[src/rtl/bike_pkg.sv]
// Shared constants for the bike computer: display width, clock, wheel geometry
// and the one-hot FSM encoding that control also uses.
package bike_pkg;

  localparam int SPEED_WIDTH = 7;
  localparam int CLK_HZ      = 1000;
  localparam int CIRC_MM     = 2130;
  // km/h * cycles: circumference (mm) * 3.6 * CLK_HZ / 1000
  localparam int NUM         = CIRC_MM * 36 * CLK_HZ / 10000;
  localparam int NUM_W       = $clog2(NUM + 1);

  typedef enum logic [2:0] {
    ST_IDLE = 3'b001,
    ST_DIV  = 3'b010,
    ST_DONE = 3'b100
  } state_t;

endpackage

[src/rtl/seq_divider.sv]
// Unsigned restoring divider, one quotient bit per cycle. A load pulse starts
// NUM_W steps; done is high during the cycle whose edge performs the last step.
module seq_divider #(
  parameter int NUM_W = 13,
  parameter int PER_W = 16
) (
  input  logic             clock,
  input  logic             reset,
  input  logic             load,
  input  logic [NUM_W-1:0] dividend,
  input  logic [PER_W-1:0] divisor,
  output logic [NUM_W-1:0] quotient,
  output logic             done
);

  localparam int STEP_W = $clog2(NUM_W + 1);
  localparam logic [STEP_W-1:0] STEPS = STEP_W'(NUM_W);

  logic [PER_W:0]      r_rem;
  logic [NUM_W-1:0]    r_quo;
  logic [PER_W-1:0]    r_div;
  logic [STEP_W-1:0]   r_left;

  logic [PER_W:0]      w_rem_sh;
  logic                w_ge;
  logic [PER_W:0]      w_rem_nx;

  // Dividend bits enter the remainder MSB-first from the top of the quotient
  // register while quotient bits fill in from the bottom.
  assign w_rem_sh = {r_rem[PER_W-1:0], r_quo[NUM_W-1]};
  // A bit shifted out of the remainder means it already exceeds the divisor;
  // the modular subtraction below is still exact in that case.
  assign w_ge     = r_rem[PER_W] || (w_rem_sh >= {1'b0, r_div});
  assign w_rem_nx = w_ge ? (w_rem_sh - {1'b0, r_div}) : w_rem_sh;

  assign quotient = r_quo;
  assign done     = (r_left == STEP_W'(1));

  always_ff @(posedge clock) begin
    if (reset) begin
      r_rem  <= '0;
      r_quo  <= '0;
      r_div  <= '0;
      r_left <= '0;
    end else if (load) begin
      r_rem  <= '0;
      r_quo  <= dividend;
      r_div  <= divisor;
      r_left <= STEPS;
    end else if (r_left != '0) begin
      r_rem  <= w_rem_nx;
      r_quo  <= {r_quo[NUM_W-2:0], w_ge};
      r_left <= r_left - STEP_W'(1);
    end
  end

endmodule

[src/rtl/speed_calc.sv]
// Wheel-sensor conditioning, period measurement and on-demand km/h calculation
// feeding the control block.
module speed_calc #(
  parameter int SPEED_WIDTH = bike_pkg::SPEED_WIDTH,
  parameter int CLK_HZ      = bike_pkg::CLK_HZ,
  parameter int CIRC_MM     = bike_pkg::CIRC_MM,
  parameter int NUM         = CIRC_MM * 36 * CLK_HZ / 10000,
  parameter int NUM_W       = bike_pkg::NUM_W,
  parameter int PER_W       = 16,
  parameter int MIN_PERIOD  = 50,
  parameter int STOP_CYCLES = 3000,
  parameter int SPEED_MAX   = 99
) (
  input  logic                   clock,
  input  logic                   reset,
  input  logic                   wheel_in,
  input  logic                   start,
  output logic [SPEED_WIDTH-1:0] speed,
  output logic                   valid,
  output logic                   busy,
  output logic                   wheel_tick
);

  localparam logic [PER_W-1:0]       MIN_P   = PER_W'(MIN_PERIOD);
  localparam logic [PER_W-1:0]       STOP_P  = PER_W'(STOP_CYCLES);
  localparam logic [PER_W-1:0]       CNT_MAX = '1;
  localparam logic [NUM_W-1:0]       NUM_V   = NUM_W'(NUM);
  localparam logic [NUM_W-1:0]       SMAX_Q  = NUM_W'(SPEED_MAX);
  localparam logic [SPEED_WIDTH-1:0] SMAX_S  = SPEED_WIDTH'(SPEED_MAX);

  logic               r_sync1;
  logic               r_sync2;
  logic               r_sync3;
  logic [PER_W-1:0]   r_cnt;
  logic [PER_W-1:0]   r_period;
  logic               r_have_period;
  logic               r_first_seen;
  bike_pkg::state_t   r_state;
  logic               r_zero;

  logic               w_rise;
  logic               w_accept;
  logic [PER_W-1:0]   w_div;
  logic               w_load;
  logic               w_div_done;
  logic [NUM_W-1:0]   w_quo;

  assign w_rise   = r_sync2 & ~r_sync3;
  // Lockout only applies once a period exists, so the very first edges after
  // a stop are never lost to a stale counter value.
  assign w_accept = w_rise && ((r_cnt >= MIN_P) || !r_have_period);
  // A long gap since the last edge lowers the reading while decelerating.
  assign w_div    = (r_period > r_cnt) ? r_period : r_cnt;
  assign w_load   = (r_state == bike_pkg::ST_IDLE) && start && r_have_period;

  always_ff @(posedge clock) begin
    if (reset) begin
      r_sync1       <= 1'b0;
      r_sync2       <= 1'b0;
      r_sync3       <= 1'b0;
      r_cnt         <= '0;
      r_period      <= '0;
      r_have_period <= 1'b0;
      r_first_seen  <= 1'b0;
      wheel_tick    <= 1'b0;
    end else begin
      r_sync1    <= wheel_in;
      r_sync2    <= r_sync1;
      r_sync3    <= r_sync2;
      wheel_tick <= w_accept;
      if (w_accept) begin
        r_period <= r_cnt;
        r_cnt    <= PER_W'(1);
        if (r_first_seen) r_have_period <= 1'b1;
        else              r_first_seen  <= 1'b1;
      end else begin
        if (r_cnt != CNT_MAX) r_cnt <= r_cnt + PER_W'(1);
        if (r_cnt == STOP_P) begin
          r_have_period <= 1'b0;
          r_first_seen  <= 1'b0;
        end
      end
    end
  end

  seq_divider #(
    .NUM_W (NUM_W),
    .PER_W (PER_W)
  ) u_div (
    .clock    (clock),
    .reset    (reset),
    .load     (w_load),
    .dividend (NUM_V),
    .divisor  (w_div),
    .quotient (w_quo),
    .done     (w_div_done)
  );

  always_ff @(posedge clock) begin
    if (reset) begin
      r_state <= bike_pkg::ST_IDLE;
      r_zero  <= 1'b0;
      speed   <= '0;
      valid   <= 1'b0;
      busy    <= 1'b0;
    end else begin
      valid <= 1'b0;
      case (r_state)
        bike_pkg::ST_IDLE: begin
          if (start) begin
            busy    <= 1'b1;
            r_zero  <= !r_have_period;
            r_state <= r_have_period ? bike_pkg::ST_DIV : bike_pkg::ST_DONE;
          end
        end
        bike_pkg::ST_DIV: begin
          if (w_div_done) r_state <= bike_pkg::ST_DONE;
        end
        bike_pkg::ST_DONE: begin
          // Clamp on the full quotient so large values never wrap on truncation.
          speed   <= r_zero ? '0 :
                     ((w_quo > SMAX_Q) ? SMAX_S : w_quo[SPEED_WIDTH-1:0]);
          valid   <= 1'b1;
          busy    <= 1'b0;
          r_state <= bike_pkg::ST_IDLE;
        end
        default: begin
          busy    <= 1'b0;
          r_state <= bike_pkg::ST_IDLE;
        end
      endcase
    end
  end

endmodule

[config.mk]
export PLATFORM = sky130hd
export DESIGN_NAME = speed_calc
export DESIGN_NICKNAME = d
export VERILOG_FILES = /design/src/rtl/bike_pkg.sv /design/src/rtl/seq_divider.sv /design/src/rtl/speed_calc.sv
export SDC_FILE = /design/constraint.sdc
export NUM_CORES = 1
export LEC_CHECK = 0
export CAP_MARGIN = 10
export CORE_ASPECT_RATIO = 1.75
export CORE_MARGIN = 2
export CORE_UTILIZATION = 65
export DETAILED_ROUTE_END_ITERATION = 6
export HOLD_SLACK_MARGIN = 0.15
export MAX_ROUTING_LAYER = met4
export PLACE_DENSITY = 0.94
export SKIP_LAST_GASP = 1
export SYNTH_ARGS = -nofsm -noshare
export SYNTH_HDL_FRONTEND = slang
export SYNTH_SLANG_ARGS = --single-unit
[constraint.sdc]
create_clock -name clock -period 5.9 [get_ports clock]
set_input_delay 0.885 -clock clock [delete_from_list [all_inputs] [get_ports clock]]
set_output_delay 0.885 -clock clock [all_outputs]
set_load 0.01 [all_outputs]
# ---- Yosys cells after proc, flatten, opt, wreduce, memory -nomap -nowiden
# Cells that the tools add are included.
dict set report classes {
  shift 0
  muxes 21
  n_mul 0
  reduce_logical 16
  bitwise_logic 3
  addsub 3
  div_mod_pow 0
  eq_ne 9
  magnitude_cmp 4
}
# op count
set ops {}
lappend ops {{$mux W13} 2}
lappend ops {{$ge A17 B16 Y1} 1}
lappend ops {{$mux W17} 1}
lappend ops {{$sub A17 B16 Y17} 1}
lappend ops {{$add A16 B1 Y16 const B} 1}
lappend ops {{$eq A16 B12 Y1 const B} 1}
lappend ops {{$ge A16 B6 Y1 const B} 1}
lappend ops {{$gt A16 B16 Y1} 1}
lappend ops {{$mux W16} 1}
lappend ops {{$ne A16 B16 Y1 const B} 1}
lappend ops {{$mux W7} 2}
lappend ops {{$gt A13 B7 Y1 const B} 1}
lappend ops {{$mux W3} 3}
lappend ops {{$mux W1} 8}
lappend ops {{$mux W4} 2}
lappend ops {{$reduce_and A2 Y1} 4}
lappend ops {{$pmux W3 S2} 1}
lappend ops {{$reduce_bool A2 Y1} 3}
lappend ops {{$eq A4 B1 Y1 const B} 1}
lappend ops {{$ne A2 B2 Y1 const B} 2}
lappend ops {{$reduce_bool A4 Y1} 1}
lappend ops {{$reduce_or A2 Y1} 2}
lappend ops {{$sub A4 B1 Y4 const B} 1}
lappend ops {{$eq A3 B1 Y1 const B} 1}
lappend ops {{9 further kinds} 13}
dict set report totals {
  input_bits 4
  romBits 0
  register_bits 101
  latch_bits 0
  ram_bits 0
  out_inout_bits 10
  memories 0
}

# ---- Longest topological paths before layout
dict set report depth {
  word_depth 5
  ltp_mapped 12
  ltp_nobuf 10
}

# ---- Modules after synthesis
# A second synthesis with hierarchy kept.
dict set report unflattened {
  hier_cells 776
  hier_area_um2 6178.4
}
# module cells_per_inst n_inst seq_area_each_um2 area_per_inst_um2
set modules_own_cells {}
lappend modules_own_cells {seq_divider 392 1 1001.0 3094.2}
lappend modules_own_cells {speed_calc 384 1 1021.0 3084.2}

# ---- Worst setup path after synthesis
# Ideal clock, no wire load.
dict set report synth_path {
  kind {register to register}
  startpoint {register u_div.r_quo[12] (netlist: u_div.quotient[12])}
  endpoint {register u_div.r_rem[12]}
  setup_slack_ps 3633
  required_ps 5834
  period_less_slack_ps 2267
  stages_incl_launch_ff 11
  n_path_buf 0
  arrival_time_ps 2200
  setup_ps 66
  path_cell_list {dfxtp_1 -> inv_1 -> ha_1 -> fa_1 -> or2b_1 -> a21oi_1 -> o21ai_0 -> a21oi_1 -> nor3_1 -> or3b_1 -> a21oi_2}
}
dict set report synth_via {
  elab_chain_cells 3
}
# element line_no
set synth_lines {}
lappend synth_lines {{start: declaration} seq_divider.sv:20} ;# logic [NUM_W-1:0] r_quo;
lappend synth_lines {{start signal: assignment} seq_divider.sv:47} ;# r_quo <= dividend;
lappend synth_lines {{start signal: assignment} seq_divider.sv:52} ;# r_quo <= {r_quo[NUM_W-2:0], w_ge};
lappend synth_lines {{$ge A17 B16 Y1} seq_divider.sv:33} ;# assign w_ge = r_rem[PER_W] || (w_rem_sh >= {1'b0, r_div});
lappend synth_lines {{$logic_or A1 B1 Y1} seq_divider.sv:33}
lappend synth_lines {{$mux W17 (*)} seq_divider.sv:34} ;# assign w_rem_nx = w_ge ? (w_rem_sh - {1'b0, r_div}) : w_rem_sh;
lappend synth_lines {{end signal: assignment} seq_divider.sv:51} ;# r_rem <= w_rem_nx;
lappend synth_lines {{end: declaration} seq_divider.sv:19} ;# logic [PER_W:0] r_rem;
# Every way passes the cells marked *; elsewhere a longest branch is shown, timed or not.
# A chain may end at the register's enable or synchronous reset.

# ---- Worst setup path after layout
dict set report layout_path {
  startpoint {register u_div.r_div[8]}
  endpoint {register u_div.r_rem[6]}
}
dict set report layout_via {
  elab_chain_cells 3
}
# element line_no
set layout_lines {}
lappend layout_lines {{start: declaration} seq_divider.sv:21} ;# logic [PER_W-1:0] r_div;
lappend layout_lines {{start signal: assignment} seq_divider.sv:48} ;# r_div <= divisor;
lappend layout_lines {{$ge A17 B16 Y1} seq_divider.sv:33}
lappend layout_lines {{$logic_or A1 B1 Y1} seq_divider.sv:33}
lappend layout_lines {{$mux W17} seq_divider.sv:34}
# No other way between the ends.

==> out/results.tsv <==
stage	metric	value	unit
worst_setup_path	CP max stage cell	a21oi_2	
power_and_ir_drop	total power draw	2.43	mW
final_layout	post-layout net count	701	
place	DP Wirelength	9.03	mm
logic_synthesis	syn_nets	707	
clocking	Clk Latency, worst-skew pair	0.36	ns
logic_synthesis	mux share of post-synthesis cell area	2.04	%
drt	DR vias	4798	
floorplan	die width	72.9	um
logic_synthesis	XOR/XNOR share of the synthesized area	4.22	%
final_layout	fill count	603	
logic_synthesis	compound-gate portion of the synthesized area	20.0	%
final_layout	area grow syn2layout	7.58	%
logic_synthesis	YS warnings	0	
global_route	initial antenna violation count	0	
worst_setup_path	CP Class	reg -> reg	
clocking	clk sinks	101	
global_route	GRT Total Usage	30.6	%
drt	Pre-Repair DR Iteration Count	5	
sta	RSZ-0062 raised after global routing	no	
worst_setup_path	Worst Setup End Kind	flop	
worst_setup_path	Worst Path Max Fanout	14	
place	dpl cells	739	
clocking	clock slew at reported path FFs	0.08	ns
sta	crit share post-route	49.4	%
worst_setup_path	CP top delay family	compound AO/OA/AOI/OAI gates	
logic_synthesis	ys async rst share	0	%
status	outcome	completed	
sta	Peak Freq	0.343	GHz
drt	drt via density	6.35	
power_and_ir_drop	pwr/cell area	418	nW/um2
sta	setup TNS	0	ns
floorplan	core area	8200	um2
sta	final setup violation count	0	
sta	Min Hold Slack	0.463	ns
sta	worst slew pin tran	0.966	ns
logic_synthesis	synthesized flop and latch total	101	
power_and_ir_drop	Worst IR Drop VDD	0.000239	V
logic_synthesis	top cells by area, synth	dfxtp_1 (37%), ha_1 (8.6%), a21oi_1 (8.3%)	
sta	Slew headroom	35.4	%
place	Placer Congestion	0.996	
logic_synthesis	combinational family with the most area after synthesis	simple AND/OR/NAND/NOR gates	
worst_setup_path	WP data required	6.11	ns
floorplan	Rows	44	
drt	remaining antenna violation count after routing	0	
clocking	Post-CTS Setup Repair Bufs	0	
clocking	Num CTS Buffers	9	
final_layout	post-route cell area	5810	um2
clocking	Longest Clk Path Bufs	2	
logic_synthesis	largest area contributor in the netlist	dfxtp_1	
sta	Post-Route Skew	0.00935	ns
clocking	Root Buffer	clkbuf_16	
final_layout	ratio of cells with drive above 1 in the final layout	8.13	%
sta	Slew Viols, Final	0	
drt	DRT iter0 DRCs	441	
global_route	largest net degree at the start of global routing	67	
worst_setup_path	max incr delay on CP	0.46	ns
logic_synthesis	Synth top area share	37.5	%
worst_setup_path	Worst setup SP type	flop	
logic_synthesis	post-synthesis simple-gate area fraction	21.5	%
final_layout	Non-Filler Instances	756	
worst_setup_path	crit path DAT	3.13	ns
floorplan	io pins	14	
drt	final wirelength	12.9	mm
sta	Final Hold Fails	0	
min_path	Hold Path Class	reg -> reg	
clocking	CTS Hold Bufs	0	
drt	DR DRC count	0	
final_layout	antenna fix cells	0	
logic_synthesis	top_reg_cell synth	dfxtp_1	
floorplan	height of the die	125	um
global_route	vias in the first global route	4803	
floorplan	initial core utilization	65.8	%
logic_synthesis	synthesized-area fraction occupied by adder cells	8.95	%
global_route	first-pass GRT wire length	21.7	mm
place	DP Area	5500	um2
global_route	global route overflow	0	
logic_synthesis	post-synth cell types	60	
drt	WL per Instance	17.1	um
logic_synthesis	Synth Cell Area	5400	um2
logic_synthesis	register area share after synthesis	37.5	%
worst_setup_path	CP bufs+invs	2	
clocking	CTS tree	built	
clocking	htree depth	3	
worst_setup_path	cell mode on critical path	a21oi_1	
worst_setup_path	CP cell instances	inv_1 -> ha_1 -> a21oi_1 -> o21ai_1 -> or2_0 -> o21a_1 -> a21oi_2 -> buf_4 -> mux2i_1 -> a21oi_1	
job	max-cap check violation count	0	
logic_synthesis	Mapped Avg Cell Area	8.12	um2
clocking	Resized cells post-CTS	0	
floorplan	Die ar.	9080	um2
power_and_ir_drop	LEAKAGE	2.18	nW
logic_synthesis	EDFF count, synth	0	
place	port buffer count	13	
logic_synthesis	Syn Inst Count	665	
sta	minimum clock period	2.92	ns
[layout make-up]
cell class | instances | area [um2] | area share [%]
timing repair buffer | 17 | 155 | 2.67
clock buffer | 9 | 225 | 3.88
tap | 92 | 115 | 1.98
multi-input combinational | 491 | 3070 | 52.8
sequential | 101 | 2020 | 34.8
clock inverter | 7 | 75.1 | 1.29
inverter | 39 | 146 | 2.52
[metrics by stage]
step                util [%]  worst slack [ns]
floorplan                  -              3.63
global placement        67.1              2.83
detailed placement      67.1              2.76
CTS                     70.7              3.01
global route            70.8              2.84
finish                  70.8              2.98
[metal layers]
layer  wire [um]  vias up  global-route usage [%]
li1            -     2324                       -
met1        5130     2275                    34.2
met2        6680      146                    50.9
met3         507       53                    5.26
met4         568        0                    15.7
met5           0        -                       -
[cell usage after synthesis, drive strengths merged (2+ instances only)]
cell    number
a22oi        3
xnor2       22
o21ai       29
and2         2
o221a       16
o211ai       3
or3          4
a31oi       13
a21oi       93
nand3b       2
nand3       19
dfxtp      101
and4         2
o21bai       2
and3         4
nand4       14
a211oi       5
mux2i       11
nor3        15
clkbuf      22
or2          2
nor2        62
nand2       84
ha          37
or4          4
nor4         4
nor3b        3
o31ai        2
a21o         2
nand2b       8
nor2b        7
or3b         2
inv         39
buf         12
xor2         4
o21a         4
[worst paths after layout]
kind                       start        endpoint  cells past startpoint  slack [ns]
hold / removal           r_sync1         r_sync2                      1        0.46
setup / recovery  u_div.r_div[8]  u_div.r_rem[6]                     10        2.98
hold reg to reg          r_sync1         r_sync2                      1        0.46
setup reg to reg  u_div.r_div[8]  u_div.r_rem[6]                     10        2.98
[placed cells by master (no fill, tap or decap), types with 13 or more instances in the layout]
cell type,synthesis,final
nand4_1,13,13
o221a_2,16,16
nand3_1,19,19
o21ai_0,28,28
nor2_1,62,62
nor3_1,13,13
a21oi_1,90,90
xnor2_1,22,22
ha_1,37,37
nand2_1,84,84
dfxtp_1,101,101
a31oi_1,13,13
inv_1,38,38
[registers in the layout (all words and copies together), names as in the netlist, 3 cells and up]
signal,cells
u_div.r_rem,17
r_cnt,16
r_period,16
u_div.r_div,16
u_div.quotient,13
speed,7
u_div.r_left,4
r_state,3
[worst reg2reg max path: stages, from the launching register on]
cell	delay (ns)
dfxtp_1	0.32
inv_1	0.05
ha_1	0.38
a21oi_1	0.28
o21ai_1	0.14
or2_0	0.24
o21a_1	0.19
a21oi_2	0.46
buf_4	0.34
mux2i_1	0.29
a21oi_1	0.10
[kinds of logic after synthesis]
logic type / count (synthesis)
XOR/XNOR: 26
flip-flops: 101
AND/OR/NAND/NOR: 241
adder cells (fa/ha/maj): 38
buffers and inverters: 73
AO/OA/AOI/OAI: 175
multiplexers: 11
[where the power goes]
group	internal, mW	switching, mW
registers	0.747	0.0575
clock network	0.302	0.298
logic	0.404	0.618
Power figures use the tool's default switching activity.
